<file path="src/rtl/beep_decode.sv">
// Beep line decoder: classifies a sampled square wave into low tone, high tone
// or silence, counts confirmed tone segments and flags the end of a sequence.
module beep_decode #(
  parameter int HI_HALF    = 1,
  parameter int LO_HALF    = 2,
  parameter int CONF       = 4,
  parameter int SIL_LIM    = 16,
  parameter int EXPECT_SEG = 4
) (
  input  logic       clk,
  input  logic       st,
  input  logic       beep_in,
  output logic [1:0] tone,
  output logic       tone_chg,
  output logic [3:0] seg_cnt,
  output logic       err,
  output logic       done
);

  typedef enum logic [1:0] {
    IDLE  = 2'd0,
    TRACK = 2'd1,
    DONE  = 2'd2
  } state_t;

  localparam logic [7:0] HI_LEN  = 8'(HI_HALF);
  localparam logic [7:0] LO_LEN  = 8'(LO_HALF);
  localparam logic [7:0] SIL_LEN = 8'(SIL_LIM);
  localparam logic [3:0] CONF_N  = 4'(CONF);
  localparam logic [3:0] EXP_N   = 4'(EXPECT_SEG);

  logic       s1_r;
  logic       s2_r;
  logic       p_r;
  logic [7:0] run_len_r;
  logic       first_edge_r;
  logic [1:0] cand_r;
  logic [3:0] cand_cnt_r;
  state_t     state_r;

  logic       edge_s;
  logic [1:0] cls_s;
  logic       confirm_s;
  logic       silence_s;

  // Edge detect, run classification and confirmation/silence conditions
  always_comb begin
    edge_s = (s2_r != p_r);
    if (run_len_r == HI_LEN) begin
      cls_s = 2'b10;
    end else if (run_len_r == LO_LEN) begin
      cls_s = 2'b01;
    end else begin
      cls_s = 2'b00;
    end
    confirm_s = (cand_cnt_r == CONF_N) && (cand_r != tone) && (cand_r != 2'b00);
    silence_s = !edge_s && (run_len_r == SIL_LEN);
  end

  // Two-flop synchronizer followed by the previous-value register
  always_ff @(posedge clk) begin
    if (!st) begin
      s1_r <= 1'b0;
      s2_r <= 1'b0;
      p_r  <= 1'b0;
    end else begin
      s1_r <= beep_in;
      s2_r <= s1_r;
      p_r  <= s2_r;
    end
  end

  // Decoder state machine with registered outputs
  always_ff @(posedge clk) begin
    if (!st) begin
      tone         <= 2'b00;
      tone_chg     <= 1'b0;
      seg_cnt      <= 4'd0;
      err          <= 1'b0;
      done         <= 1'b0;
      state_r      <= IDLE;
      run_len_r    <= 8'd0;
      cand_r       <= 2'b00;
      cand_cnt_r   <= 4'd0;
      first_edge_r <= 1'b1;
    end else begin
      tone_chg <= 1'b0;
      err      <= 1'b0;
      case (state_r)
        DONE: begin
          tone <= 2'b00;
          done <= 1'b1;
        end
        IDLE, TRACK: begin
          if (edge_s) begin
            run_len_r <= 8'd1;
            if (first_edge_r) begin
              first_edge_r <= 1'b0;
            end else if (cls_s == 2'b00) begin
              err        <= 1'b1;
              cand_r     <= 2'b00;
              cand_cnt_r <= 4'd0;
            end else if (cls_s == cand_r) begin
              if (cand_cnt_r < CONF_N) begin
                cand_cnt_r <= cand_cnt_r + 4'd1;
              end else begin
                cand_cnt_r <= cand_cnt_r;
              end
            end else begin
              cand_r     <= cls_s;
              cand_cnt_r <= 4'd1;
            end
          end else if (silence_s) begin
            // Next edge after silence starts a fresh measurement
            first_edge_r <= 1'b1;
            cand_r       <= 2'b00;
            cand_cnt_r   <= 4'd0;
            if (tone != 2'b00) begin
              tone     <= 2'b00;
              tone_chg <= 1'b1;
              if (seg_cnt >= EXP_N) begin
                state_r <= DONE;
                done    <= 1'b1;
              end else begin
                state_r <= IDLE;
              end
            end else begin
              tone <= tone;
            end
          end else if (run_len_r < SIL_LEN) begin
            run_len_r <= run_len_r + 8'd1;
          end else begin
            run_len_r <= run_len_r;
          end
          // Confirmation uses the candidate as it stood before this edge
          if (confirm_s) begin
            tone     <= cand_r;
            tone_chg <= 1'b1;
            state_r  <= TRACK;
            if (seg_cnt != 4'd15) begin
              seg_cnt <= seg_cnt + 4'd1;
            end else begin
              seg_cnt <= seg_cnt;
            end
          end else begin
            seg_cnt <= seg_cnt;
          end
        end
        default: begin
          state_r <= IDLE;
        end
      endcase
    end
  end

endmodule

</file>
<file path="config.mk">
export PLATFORM = sky130hd
export DESIGN_NAME = beep_decode
export DESIGN_NICKNAME = d
export VERILOG_FILES = /design/src/rtl/beep_decode.sv
export SDC_FILE = /design/constraint.sdc
export NUM_CORES = 1
export LEC_CHECK = 0
export BUFFER_PORTS_ARGS = -buffer_cell sky130_fd_sc_hd__buf_2
export CAP_MARGIN = 10
export CORE_MARGIN = 5
export CORE_UTILIZATION = 30
export DETAILED_ROUTE_END_ITERATION = 10
export GPL_ROUTABILITY_DRIVEN = 0
export PLACE_DENSITY = 0.58
export SETUP_SLACK_MARGIN = 0.2
export SYNTH_ARGS = -nofsm -noshare
export SYNTH_HDL_FRONTEND = slang
export SYNTH_SLANG_ARGS = --single-unit
</file>
<file path="constraint.sdc">
create_clock -name clk -period 3.1 [get_ports clk]
set_input_delay 0.62 -clock clk [delete_from_list [all_inputs] [get_ports clk]]
set_output_delay 0.62 -clock clk [all_outputs]
set_load 0.02 [all_outputs]
</file>
## Yosys cells after proc, flatten, opt, wreduce, memory -nomap -nowiden

Cells that the tools add are included.

| operators by class | value |
|---|---|
| add/subtract/negate cells | 3 |
| order comparisons | 3 |
| equal/unequal tests | 21 |
| muxes and demuxes | 39 |
| bitwise operators | 4 |
| reductions and logical operators | 22 |

Operators with widths:

| operator | number |
|---|---|
| 2-to-1 mux 2 bit | 15 |
| 2-to-1 mux 4 bit | 6 |
| 2-to-1 mux 8 bit | 3 |
| AND reduction 4 bit | 4 |
| 2-to-1 mux 1 bit | 12 |
| inequality test 2 bit (second input constant) | 6 |
| inequality test 3 bit (second input constant) | 4 |
| nonzero test 2 bit | 5 |
| adder 4 x 1 -> 4 bit (second input constant) | 2 |
| adder 8 x 1 -> 8 bit (second input constant) | 1 |
| == test 8 x 1 -> 1 bit (second input constant) | 1 |
| == test 8 x 2 -> 1 bit (second input constant) | 1 |
| == test 8 x 5 -> 1 bit (second input constant) | 1 |
| < comparator 8 x 5 -> 1 bit (second input constant) | 1 |
| one-hot mux 2 bit (2 select lines) | 2 |
| AND reduction 3 bit | 2 |
| AND reduction 5 bit | 1 |
| == test 4 x 3 -> 1 bit (second input constant) | 1 |
| >= comparator 4 x 3 -> 1 bit (second input constant) | 1 |
| logical NOT 2 bit | 2 |
| < comparator 4 x 3 -> 1 bit (second input constant) | 1 |
| inequality test 4 x 3 -> 1 bit (second input constant) | 1 |
| inequality test 4 bit (second input constant) | 1 |
| NOT 1 bit | 4 |
| other kinds (11) | 14 |

| word-level totals | value |
|---|---|
| flip-flop bits (word level) | 29 |
| bits of input ports | 3 |
| word-level logic and storage cells | 105 |

## Depth between registers and ports, before layout

| depth | value |
|---|---|
| word-level depth | 8 |
| mapped depth | 7 |
| mapped depth without buffers | 7 |

## Worst setup path before layout

OpenSTA, ideal clock, no wires.

| path | value |
|---|---|
| path kind | register to register |
| start point | reg run_len_r[0] |
| end point | reg cand_cnt_r[2] |
| setup time | 0.119 ns |
| arrival | 1.509 ns |
| required time | 2.981 ns |
| slack | 1.473 ns |
| cell stages (with the launch flop) | 7 |
| buffers on the path | 0 |
| cells stage by stage | dfxtp_1 -> inv_1 -> ha_1 -> and4bb_2 -> a31oi_2 -> nor3b_1 -> o221a_2 |

| on the way | value |
|---|---|
| cells in the longest elaborated chain, start to end | 8 |
| elaborated cells on any way between the ends | 15 |

RTL lines:

| item | RTL line | source |
|---|---|---|
| start, declared | 35 | `logic [7:0] run_len_r;` |
| start signal, assigned | 131 | `run_len_r <= run_len_r + 8'd1;` |
| start signal, assigned | 133 | `run_len_r <= run_len_r;` |
| == test 8 x 2 -> 1 bit | 51 | `end else if (run_len_r == LO_LEN) begin` |
| 2-to-1 mux 1 bit | 51 |  |
| 2-to-1 mux 2 bit | 49 | `if (run_len_r == HI_LEN) begin` |
| == test 2 bit | 103 | `end else if (cls_s == cand_r) begin` |
| 2-to-1 mux 4 bit | 103 |  |
| 2-to-1 mux 4 bit | 99 | `end else if (cls_s == 2'b00) begin` |
| 2-to-1 mux 4 bit | 97 | `if (first_edge_r) begin` |
| 2-to-1 mux 4 bit | 95 | `if (edge_s) begin` |
| end signal, assigned | 105 | `cand_cnt_r <= cand_cnt_r + 4'd1;` |
| end signal, assigned | 107 | `cand_cnt_r <= cand_cnt_r;` |
| end, declared | 38 | `logic [3:0] cand_cnt_r;` |

Several ways; a longest one is shown, not always the timed one. The select of a mux whose other input is x is not followed.
A chain may end at the register's enable or synchronous reset.

## Worst setup path after layout

Ends and elaborated chain as after synthesis.

==> impl_results.md <==
- Setup Buffers After CTS: 0
- Synth cell types: 49
- Synth Area in Adders: 6.03%
- Grt met1 use: 12.9%
- H-tree levels: 2
- Die H: 79.6 um
- Detail Route Antenna Nets: 0
- P&R area growth vs syn: 17.1%
- Starting DRT DRC Count: 75
- Core area: 4720 um^2
- Mapped Avg Cell Area: 9.02 um^2
- Complex-gate fraction of the synthesized area: 17.2%
- Met2 GRT Util: 15.5%
- Hold Crit Class: flop to flop
- Via count: 1158
- Post-Route WL: 2930 um
- DR WL/cell: 12.0 um
- Kind of end point of the critical path: flop
- Clk_lat worst skew: 0.27 ns
- Syn. warnings: 0
- Num rows: 25
- Max-cap violations: 0
- GR peak layer: met2
- Placed Instance Area: 1580 um^2
- Post-synth EDFFs: 0
- Num CTS Buffers: 5
- Largest stage delay, worst path: 0.41 ns
- Largest family of logic cells by synthesized area: simple AND/OR/NAND/NOR gates
- Initial antenna violation count: 0
- # resized after CTS: 0
- Cells after Synth: 161
- Final worst slack: 1.28 ns
- Clock transition at path regs: 0.06 ns
- Residual DRC: 0
- Die area: 6330 um^2
- Max FO, Critical Path: 10
- Mux contribution to synthesized area: 2.76%
- Fmax: 550 MHz
- Maximum VDD drop: 325 uV
- Clock Path Buffers: 2
- Finished Cell Area: 1700 um^2
- Critical Path Source Type: flop
- Die width: 79.6 um
- Final period utilization: 58.6%
- Total congestion overflow: 0
- Final-report setup violation count: 0
- Slew Limit Fails: 0
- Hold Vio Cnt, Final: 0
- All-Layer GR Usage: 10.1%
- WP buf/inv: 1
- Layout Cells excl Fill: 244
- Worst rel slew slack: 63.2%
- Min Tclk post-route: 1.82 ns
- Critical Path RT: 3.27 ns
- Crit Path Class: flop to flop
- First-pass GRT wire length: 5060 um
- Top cells by area, synth: dfxtp_1 40%, ha_1 6.0%, nor2_1 4.1%
- #FFs+latches synth: 29
- Hpwl dp: 2110 um
- Post-CTS Hold Fix Bufs: 0
- Post-synth top area share: 40.0%
- Simple-Gate Fraction of Synth Area: 28.3%
- FFs w/ async S/R, synth: 0%
- Vias per inst: 4.75
- Fin Setup TNS: 0 ns
- Clock skew: 0.00781 ns
- Leakage Power: 0.654 nW
- Vias in the first global route: 1127
- Seq/Total Area, Yosys: 40.0%
- Clk sinks: 29
- Fraction of layout cells with a size suffix above 1: 18.6%
- Place WS: 1.31 ns
- Post-synth top flop: dfxtp_1
- CTS Root Cell: clkbuf_8
- Design Power: 0.831 mW
- DRT Pass-1 Iters: 4
- TritonCTS clock tree: built
- Nets: 186
- Largest net degree at the start of global routing: 18
- XOR/XNOR share of the synthesized area: 2.41%
- Number of top-level pins: 12
- Power per cell area: 489 nW/um^2
- Number of diodes: 0
- Critical path arrival: 1.98 ns
- Met3 Resource Use GR: 3.16%
- Initial Utilization: 30.8%
- Mapped Area: 1450 um^2
- Area leader, netlist: dfxtp_1
- Port Buf Inserts: 11
- Most common cell in the netlist: dfxtp_1
- Worst path top cell family by delay: compound AO/OA/AOI/OAI gates
- Crit-path slowest cell: a31oi_2
- Mapped Nets: 171
- Worst-margin pin slew: 0.551 ns
- Status: complete, no violations
- Unrepaired setup endpoints after global routing: no
- Most frequent cells after synthesis: 29 x dfxtp_1, 16 x nor2_1, 12 x nand2_1
- Cell count after placement: 236
- Crit path cell chain: inv_1 > ha_1 > and4bb_2 > a31oi_2 > nor3b_1 > o221a_2
==> registers in the layout, summed over array words and instances, names as in the netlist <==
name and count:
s2_r 1, state_r 2, tone_chg 1, done 1, cand_cnt_r 4, run_len_r 8, first_edge_r 1, seg_cnt 4
cand_r 2, tone 2, err 1, p_r 1, s1_r 1
==> worst paths after layout <==
check / to / slack [ns] / cells past startpoint / from
max: cand_cnt_r[2] / 1.28 / 6 / run_len_r[0]
min reg2reg: s2_r / 0.43 / 1 / s1_r
max reg2reg: cand_cnt_r[2] / 1.28 / 6 / run_len_r[0]
min: s2_r / 0.43 / 1 / s1_r
==> worst reg2reg max path: cells and delay by family, from the launching register on <==
kind / cells / cell delay [ns]
buf+inv: 1 / 0.09
fa+ha+maj: 1 / 0.20
flops: 1 / 0.40
simple gates: 2 / 0.36
compound gates: 2 / 0.66
==> per-layer routing <==
metal | wire length, um | vias up | share of wire [%]
li1 | - | 606 | -
met1 | 1470 | 527 | 50
met2 | 1320 | 19 | 45
met3 | 96 | 6 | 3.3
met4 | 46 | 0 | 1.6
met5 | 0 | - | 0
==> report_power, final <==
part | internal [mW] | switching [mW] | leakage, nW
sequential | 0.379 | 0.00723 | 0.235
clock | 0.262 | 0.134 | 0.0585
combinational | 0.0191 | 0.0300 | 0.360
==> per-stage QoR <==
stage / utilization (%) / hold slack, ns
global route: 36.0 / 0.461
finish: 36.0 / 0.432
CTS: 36.0 / 0.435
detailed placement: 33.5 / 0.422
global placement: 33.5 / 0.418
floorplan: - / 0.412
==> layout by cell type, fill, tap and decap left out, types with 2 or more instances in the layout <==
| cell type | n |
|---|---|
| nand2_1 | 12 |
| and2_1 | 3 |
| buf_2 | 11 |
| a21oi_1 | 11 |
| ha_1 | 7 |
| xnor2_1 | 2 |
| a31oi_1 | 2 |
| clkbuf_8 | 6 |
| nor2b_1 | 4 |
| xor2_1 | 2 |
| o21ai_0 | 4 |
| a32oi_1 | 2 |
| nand3_1 | 5 |
| inv_1 | 9 |
| o21a_1 | 2 |
| or2_2 | 2 |
| dfxtp_1 | 29 |
| nand2b_1 | 4 |
| nor3_1 | 8 |
| mux2i_1 | 4 |
| nor2_1 | 16 |
==> cell type report <==
class	instances	area (um^2)
fill	469	3020
multi-input combinational	119	823
sequential	29	581
clock buffer	7	86.3
tap	67	83.8
timing repair buffer	12	62.6
inverter	9	33.8
clock inverter	1	30.0
==> cells by family after synthesis <==
family / count (synthesis)
adders and majority gates: 7
DFF: 29
AOI/OAI and AO/OA: 34
muxes: 4
buffers and inverters: 13
and+or+nand+nor: 70
xor gates and xnor gates: 4
Power figures use the tool's default switching activity.
